File: config.mk
export PLATFORM = sky130hd
export DESIGN_NAME = temp_sample_ctrl_flat
export DESIGN_NICKNAME = d
export VERILOG_FILES = /design/src/rtl/temp_ctrl_pkg.sv /design/src/rtl/temp_sample_ctrl_if.sv /design/src/rtl/temp_hyst_cmp.sv /design/src/rtl/temp_sample_ctrl.sv /design/src/flat_wrapper.sv
export SDC_FILE = /design/constraint.sdc
export NUM_CORES = 1
export LEC_CHECK = 0
export BUFFER_PORTS_ARGS = -buffer_cell sky130_fd_sc_hd__buf_2
export CAP_MARGIN = 40
export CORE_MARGIN = 2
export CORE_UTILIZATION = 25
export DETAILED_ROUTE_END_ITERATION = 10
export PLACE_DENSITY_LB_ADDON = 0.1
export SLEW_MARGIN = 5
export SYNTH_ARGS = -nofsm -noshare
export SYNTH_HDL_FRONTEND = slang
export SYNTH_HIERARCHICAL = 1
export SYNTH_SLANG_ARGS = --single-unit
File: constraint.sdc
create_clock -name clock -period 2 [get_ports clock]
set_input_delay 0.4 -clock clock [delete_from_list [all_inputs] [get_ports clock]]
set_output_delay 0.4 -clock clock [all_outputs]
set_load 0.01 [all_outputs]
File: src/rtl/temp_ctrl_pkg.sv
// Shared types and state encoding for the temperature sample controller.
package temp_ctrl_pkg;

    localparam int unsigned TEMP_W = 5;
    typedef logic [TEMP_W-1:0] temp_t;

    localparam logic [2:0] IDLE = 3'd0;
    localparam logic [2:0] EN   = 3'd1;
    localparam logic [2:0] READ = 3'd2;
    localparam logic [2:0] EVAL = 3'd3;
    localparam logic [2:0] ERR  = 3'd4;

    typedef enum logic [2:0] {
        StIdle = IDLE,
        StEn   = EN,
        StRead = READ,
        StEval = EVAL,
        StErr  = ERR
    } state_e;

endpackage

File: src/rtl/temp_sample_ctrl_if.sv
// Sensor-side handshake: the controller (master) enables/strobes, the sensor (slave) returns data.
interface temp_sample_ctrl_if;
    import temp_ctrl_pkg::*;

    temp_t temperatura;
    logic  temp_vld;
    logic  en_m1;
    logic  lect;

    modport master (output en_m1, output lect, input temperatura, input temp_vld);
    modport slave  (input en_m1, input lect, output temperatura, output temp_vld);

endinterface

File: src/rtl/temp_hyst_cmp.sv
// Single registered hysteresis comparator; qual gates the on-transition, force_on overrides.
module temp_hyst_cmp
    import temp_ctrl_pkg::*;
#(
    parameter temp_t ON_TH  = 5'd25,
    parameter temp_t OFF_TH = 5'd22
) (
    input  logic  clock,
    input  logic  reset,
    input  logic  upd,
    input  logic  qual,
    input  logic  force_on,
    input  temp_t value,
    output logic  state
);

    logic state_q;

    always_ff @(posedge clock or negedge reset) begin
        if (!reset) begin
            state_q <= 1'b0;
        end else if (force_on) begin
            state_q <= 1'b1;
        end else if (upd) begin
            if (qual && (value >= ON_TH)) begin
                state_q <= 1'b1;
            end else if (value <= OFF_TH) begin
                state_q <= 1'b0;
            end
        end
    end

    assign state = state_q;

endmodule

File: src/rtl/temp_sample_ctrl.sv
// Periodic sensor sequencer with fan/alarm hysteresis. Optional TEMP_ALARM_BLINK_EN makes
// est_alarma toggle once per sample tick while the alarm condition holds.
module temp_sample_ctrl
    import temp_ctrl_pkg::*;
#(
    parameter int unsigned SAMPLE_DIV = 100000,
    parameter temp_t       FAN_ON     = 5'd25,
    parameter temp_t       FAN_OFF    = 5'd22,
    parameter temp_t       ALARM_ON   = 5'd30,
    parameter temp_t       ALARM_OFF  = 5'd28,
    parameter int unsigned ALARM_CNT  = 3,
    parameter int unsigned RD_TIMEOUT = 255
) (
    input  logic                      clock,
    input  logic                      reset,
    temp_sample_ctrl_if.master        sens,
    output temp_t                     temp_q,
    output logic                      est_ventilador,
    output logic                      est_alarma,
    output logic                      sens_err
);

    localparam int unsigned        TIMER_W   = $clog2(SAMPLE_DIV);
    localparam logic [TIMER_W-1:0] TIMER_MAX = TIMER_W'(SAMPLE_DIV - 1);
    localparam logic [7:0]         RD_LAST   = 8'(RD_TIMEOUT - 1);
    localparam logic [2:0]         CNT_SAT   = 3'(ALARM_CNT);

    logic [TIMER_W-1:0] timer_q;
    logic               tick;
    state_e             state_q;
    logic [7:0]         rd_cnt_q;
    logic [2:0]         over_cnt_q;
    logic [2:0]         over_cnt_nxt;
    logic               en_m1_q;
    logic               lect_q;
    logic               eval;
    logic               in_err;
    logic               alarm_qual;
    logic               alarm_st;

    always_ff @(posedge clock or negedge reset) begin
        if (!reset) begin
            timer_q <= '0;
        end else if (tick) begin
            timer_q <= '0;
        end else begin
            timer_q <= timer_q + 1'b1;
        end
    end

    assign tick = (timer_q == TIMER_MAX);

    always_ff @(posedge clock or negedge reset) begin
        if (!reset) begin
            state_q    <= StIdle;
            rd_cnt_q   <= '0;
            over_cnt_q <= '0;
            temp_q     <= '0;
            sens_err   <= 1'b0;
            en_m1_q    <= 1'b0;
            lect_q     <= 1'b0;
        end else begin
            unique case (state_q)
                StIdle: begin
                    if (tick) begin
                        state_q <= StEn;
                        en_m1_q <= 1'b1;
                    end
                end
                StEn: begin
                    state_q  <= StRead;
                    lect_q   <= 1'b1;
                    rd_cnt_q <= '0;
                end
                StRead: begin
                    // A valid sample on the final timeout cycle still counts.
                    if (sens.temp_vld) begin
                        temp_q  <= sens.temperatura;
                        state_q <= StEval;
                        en_m1_q <= 1'b0;
                        lect_q  <= 1'b0;
                    end else if (rd_cnt_q == RD_LAST) begin
                        state_q <= StErr;
                        en_m1_q <= 1'b0;
                        lect_q  <= 1'b0;
                    end else begin
                        rd_cnt_q <= rd_cnt_q + 8'd1;
                    end
                end
                StEval: begin
                    over_cnt_q <= over_cnt_nxt;
                    sens_err   <= 1'b0;
                    state_q    <= StIdle;
                end
                StErr: begin
                    over_cnt_q <= '0;
                    sens_err   <= 1'b1;
                    state_q    <= StIdle;
                end
                default: state_q <= StIdle;
            endcase
        end
    end

    assign sens.en_m1 = en_m1_q;
    assign sens.lect  = lect_q;
    assign eval       = (state_q == StEval);
    assign in_err     = (state_q == StErr);

    always_comb begin
        over_cnt_nxt = '0;
        if (temp_q >= ALARM_ON) begin
            over_cnt_nxt = (over_cnt_q == CNT_SAT) ? over_cnt_q : over_cnt_q + 3'd1;
        end
    end

    assign alarm_qual = (over_cnt_nxt == CNT_SAT);

    temp_hyst_cmp #(
        .ON_TH  (FAN_ON),
        .OFF_TH (FAN_OFF)
    ) u_fan (
        .clock    (clock),
        .reset    (reset),
        .upd      (eval),
        .qual     (1'b1),
        .force_on (1'b0),
        .value    (temp_q),
        .state    (est_ventilador)
    );

    temp_hyst_cmp #(
        .ON_TH  (ALARM_ON),
        .OFF_TH (ALARM_OFF)
    ) u_alarm (
        .clock    (clock),
        .reset    (reset),
        .upd      (eval),
        .qual     (alarm_qual),
        .force_on (in_err),
        .value    (temp_q),
        .state    (alarm_st)
    );

`ifdef TEMP_ALARM_BLINK_EN
    logic alarm_prev_q;
    logic blink_q;

    always_ff @(posedge clock or negedge reset) begin
        if (!reset) begin
            alarm_prev_q <= 1'b0;
            blink_q      <= 1'b0;
        end else begin
            alarm_prev_q <= alarm_st;
            if (!alarm_st) begin
                blink_q <= 1'b0;
            end else if (!alarm_prev_q) begin
                blink_q <= 1'b1;
            end else if (tick) begin
                blink_q <= ~blink_q;
            end
        end
    end

    assign est_alarma = blink_q;
`else
    assign est_alarma = alarm_st;
`endif

endmodule
File: src/flat_wrapper.sv
// flat-port wrapper written by rule: the top's interface ports become plain ports
module temp_sample_ctrl_flat import temp_ctrl_pkg::*;
#(
    parameter int unsigned SAMPLE_DIV = 100000,
    parameter temp_t       FAN_ON     = 5'd25,
    parameter temp_t       FAN_OFF    = 5'd22,
    parameter temp_t       ALARM_ON   = 5'd30,
    parameter temp_t       ALARM_OFF  = 5'd28,
    parameter int unsigned ALARM_CNT  = 3,
    parameter int unsigned RD_TIMEOUT = 255
)
  (clock, reset, temp_q, est_ventilador, est_alarma, sens_err, sens_en_m1, sens_lect, sens_temperatura, sens_temp_vld);
  temp_sample_ctrl_if sens_i ();
  input  logic clock;
  input  logic reset;
  output temp_t temp_q;
  output logic est_ventilador;
  output logic est_alarma;
  output logic sens_err;
  output wire logic [$bits(sens_i.en_m1)-1:0] sens_en_m1;
  output wire logic [$bits(sens_i.lect)-1:0] sens_lect;
  input wire logic [$bits(sens_i.temperatura)-1:0] sens_temperatura;
  input wire logic [$bits(sens_i.temp_vld)-1:0] sens_temp_vld;
  assign sens_en_m1 = sens_i.en_m1;
  assign sens_lect = sens_i.lect;
  assign sens_i.temperatura = sens_temperatura;
  assign sens_i.temp_vld = sens_temp_vld;
  temp_sample_ctrl #(.SAMPLE_DIV(SAMPLE_DIV), .FAN_ON(FAN_ON), .FAN_OFF(FAN_OFF), .ALARM_ON(ALARM_ON), .ALARM_OFF(ALARM_OFF), .ALARM_CNT(ALARM_CNT), .RD_TIMEOUT(RD_TIMEOUT)) u_core (.clock(clock), .reset(reset), .sens(sens_i), .temp_q(temp_q), .est_ventilador(est_ventilador), .est_alarma(est_alarma), .sens_err(sens_err));
endmodule
==> flow_metrics.py <==
metrics = {
    "drt": {
        "drc": 0,
        "drt-total-wl_um": 4550,
        "drt_iter0_drc": 50,
        "postRouteAntennaNets": 0,
        "post_drt_via_cell_ratio": 4.62,
        "dr.pass1.iters": 4,
        "wire_per_inst_um": 13.0,
        "dr_total_vias": 1616,
    },
    "synthesis": {
        "synth-warning-count": 6,
        "synth_fp_nets": 226,
        "syn_inst": 214,
        "synth.area.top_cells": "dfrtp_1, nand3_1, xnor2_1",
        "syn_avg_cell_area_sq_um": 9.94,
        "syn_area_sq_um": 2130,
        "synth_top_area_cell": "dfrtp_1",
        "yosys_register_bits": 41,
        "ys_seq_area_share_pct": 48.2,
        "synth_cell_types": 44,
        "netlist.area_leader.share_pct": 48.2,
    },
    "die": {
        "dieArea_sq_um": 9260,
        "core_sq_um": 8220,
        "start_util_pct": 25.9,
        "die_h_um": 96.2,
        "die_width_um": 96.2,
        "num_rows": 33,
        "io_pins": 18,
    },
    "critical_path": {
        "worstPathMaxFanout": 7,
        "critical_path_class": "reg -> reg",
        "path_delay_family": "simple AND/OR/NAND/NOR gates",
        "critPathMaxStageDelay_ps": 590,
        "required_ps": 2190,
        "r2r_end": "u_core/rd_cnt_q[7]",
        "timing.rr.start": "u_core/state_q[0]",
        "crit_cells": 4,
        "ff2ff_setup_slack_ps": 200,
        "end_kind": "register",
        "start_kind": "register",
        "crit_arrival_ps": 1990,
        "reg2reg_depth": 4,
        "worst-path-buf-inv": 0,
        "crit_chain": "or4b_4 -> or4_4 -> nand3_2 -> o21ai_2",
        "slowest_stage": "or4b_4",
    },
    "global_route": {
        "grt_max_degree": 42,
        "grt_use_total_pct": 11.1,
        "grt_pass1_wl_um": 7850,
        "grt.overflow.total": 0,
        "first_global_vias": 1662,
        "antenna_found_initial": 0,
    },
    "clock_tree": {
        "clock_path_buffers": 2,
        "cts_resized": 0,
        "cts_buffers": 5,
        "ctsHoldBuffers": 0,
        "post-cts-setup-buffer-count": 0,
        "root_buffer": "clkbuf_8",
        "cts.sinks": 41,
        "clk_latency_ps": 290,
        "cts_max_level": 2,
        "clkTransAtPathRegs_ps": 80,
        "cts_tree": "yes",
    },
    "pwr": {
        "ir_drop_uv": 291,
        "power_leakage_nw": 1.08,
        "p_total_mw": 2.30,
        "power_density_nw_per_um2": 925,
        "power_frac_seq_pct": 49.5,
        "intPower_mw": 1.51,
        "pwr-share-clk_pct": 23.7,
        "combPwrFrac_pct": 26.8,
        "sw_frac_of_total_pct": 34.6,
        "power.switching_mw": 0.798,
    },
    "place": {
        "pre_cts_slack_ps": 175,
        "gp_congestion": 0.745,
        "port_buffers": 17,
        "dp_hpwl_um": 3300,
        "dp.cells": 342,
    },
    "layout": {
        "area_delta_synth_final_pct": 17.1,
        "n_antenna_cell": 0,
        "layout_commonest_cell": "dfrtp_1",
        "drive_above_1_share_pct": 19.2,
        "instances_no_fill": 350,
        "mostFrequentLayoutCells": "dfrtp_1, buf_2, nand2_1, nand3_1, nor2_1",
        "nets": 256,
    },
    "sta": {
        "setup-violations-final": 0,
        "tns_ps": 0,
        "finalMaxSlewViolations": 0,
        "worstMarginPinSlew_ps": 544,
        "slew_headroom_pct": 63.8,
        "holdWs_ps": 175,
        "postLayoutSetupSlackWorst_ps": 198,
        "rsz0062_at_grt": "false",
        "fin_worst_skew_ps": 5.02,
        "hold_viol": 0,
        "max_freq_mhz": 555,
        "period_minus_slack_ps": 1800,
        "timing.final.crit_share_pct": 90.1,
    },
    "worst_hold_path": {
        "hold_class": "in -> async",
    },
    "run_status": {
        "status": "completed",
    },
    "run": {
        "cap_viol_max_count": 0,
    },
}
==> how the worst max path moves through the flow <==
| stage | startpoint | end | slack [ps] |
|---|---|---|---|
| floorplan | u_core/state_q[0] | u_core/rd_cnt_q[7] | 280 |
| global placement | sens_temp_vld | u_core/rd_cnt_q[7] | 190 |
| detailed placement | sens_temp_vld | u_core/rd_cnt_q[7] | 180 |
| CTS | u_core/state_q[0] | u_core/rd_cnt_q[7] | 190 |
| global route | u_core/timer_q[0] | u_core/timer_q[10] | 110 |
| finish | u_core/state_q[0] | u_core/rd_cnt_q[7] | 200 |
==> cell families (layout without fill, tap and decap cells) <==
family / Yosys count / after routing / share of synthesized area [%]
and+or+nand+nor: 94 / 94 / 25.1
DFF: 41 / 41 / 48.2
AOI/OAI and AO/OA: 38 / 38 / 11.9
xor gates and xnor gates: 14 / 14 / 5.76
buffers and inverters: 13 / 44 / 2.29
muxes: 8 / 8 / 4.06
adders and majority gates: 4 / 4 / 2.35
other: 2 / 2 / 0.353
==> per-layer routing <==
| metal | wire length, um | vias up | track usage (%) |
|---|---|---|---|
| met5 | 0 | - | 0 |
| met2 | 2190 | 13 | 18.8 |
| met4 | 53 | 0 | 3.93 |
| met1 | 2200 | 762 | 13.9 |
| li1 | - | 837 | - |
| met3 | 100 | 4 | 2.35 |
==> registers in the layout (all words and copies together) (netlist names) <==
signal and cells:
u_core/temp_q 5, u_core/sens_err 1, u_core/sens.lect 1, u_core/rd_cnt_q 8, u_core/timer_q 17, u_core/u_alarm/state 1, u_core/u_fan/state 1, u_core/sens.en_m1 1
u_core/over_cnt_q 3, u_core/state_q 3
==> worst register-to-register path, stage by stage (launching register included) <==
cell     delay, ps
dfrtp_1        450
or4b_4         590
or4_4          510
nand3_2         90
o21ai_2         50
==> power groups by stage <==
stage               sequential [mW]  clock, mW  combinational (mW)
floorplan                      1.15          0               0.363
global placement               1.16          0               0.632
detailed placement             1.16          0               0.628
CTS                            1.14      0.579               0.629
global route                   1.17      0.622               0.712
finish                         1.14      0.547               0.617
==> synth_stat cells (all sizes together) <==
| cell type | number |
|---|---|
| a211o | 4 |
| a21boi | 2 |
| a21o | 3 |
| a21oi | 9 |
| a221o | 1 |
| a311oi | 1 |
| a31oi | 1 |
| and2 | 5 |
| and3 | 3 |
| and4 | 2 |
| clkbuf | 4 |
| conb | 2 |
| dfrtp | 41 |
| ha | 4 |
| inv | 9 |
| mux2 | 5 |
| mux2i | 3 |
| nand2 | 17 |
| nand2b | 2 |
| nand3 | 18 |
| nand3b | 2 |
| nand4 | 6 |
| nor2 | 16 |
| nor2b | 1 |
| nor3 | 6 |
| nor3b | 2 |
| nor4 | 4 |
| nor4b | 4 |
| nor4bb | 2 |
| o21a | 2 |
| o21ai | 10 |
| o22ai | 1 |
| o311ai | 1 |
| o41ai | 3 |
| or2 | 1 |
| or3 | 1 |
| or4 | 1 |
| or4b | 1 |
| xnor2 | 9 |
| xor2 | 5 |
==> cell type report <==
cell class	count	area [sq um]
Clock inverter	3	17.5
Clock buffer	5	68.8
Fill cell	873	5730
Sequential cell	41	1030
Timing Repair Buffer	27	160
Inverter	9	33.8
Tap cell	105	131
Multi-Input combinational cell	160	1050
==> through the flow <==
step	instance area, sq um	util [%]
after floorplan	2130	-
after global placement	2400	29.3
after detailed placement	2400	29.3
after CTS	2490	30.3
after global routing	2490	30.3
final	2490	30.3
Note: power is estimated with default switching activity, not from simulation.
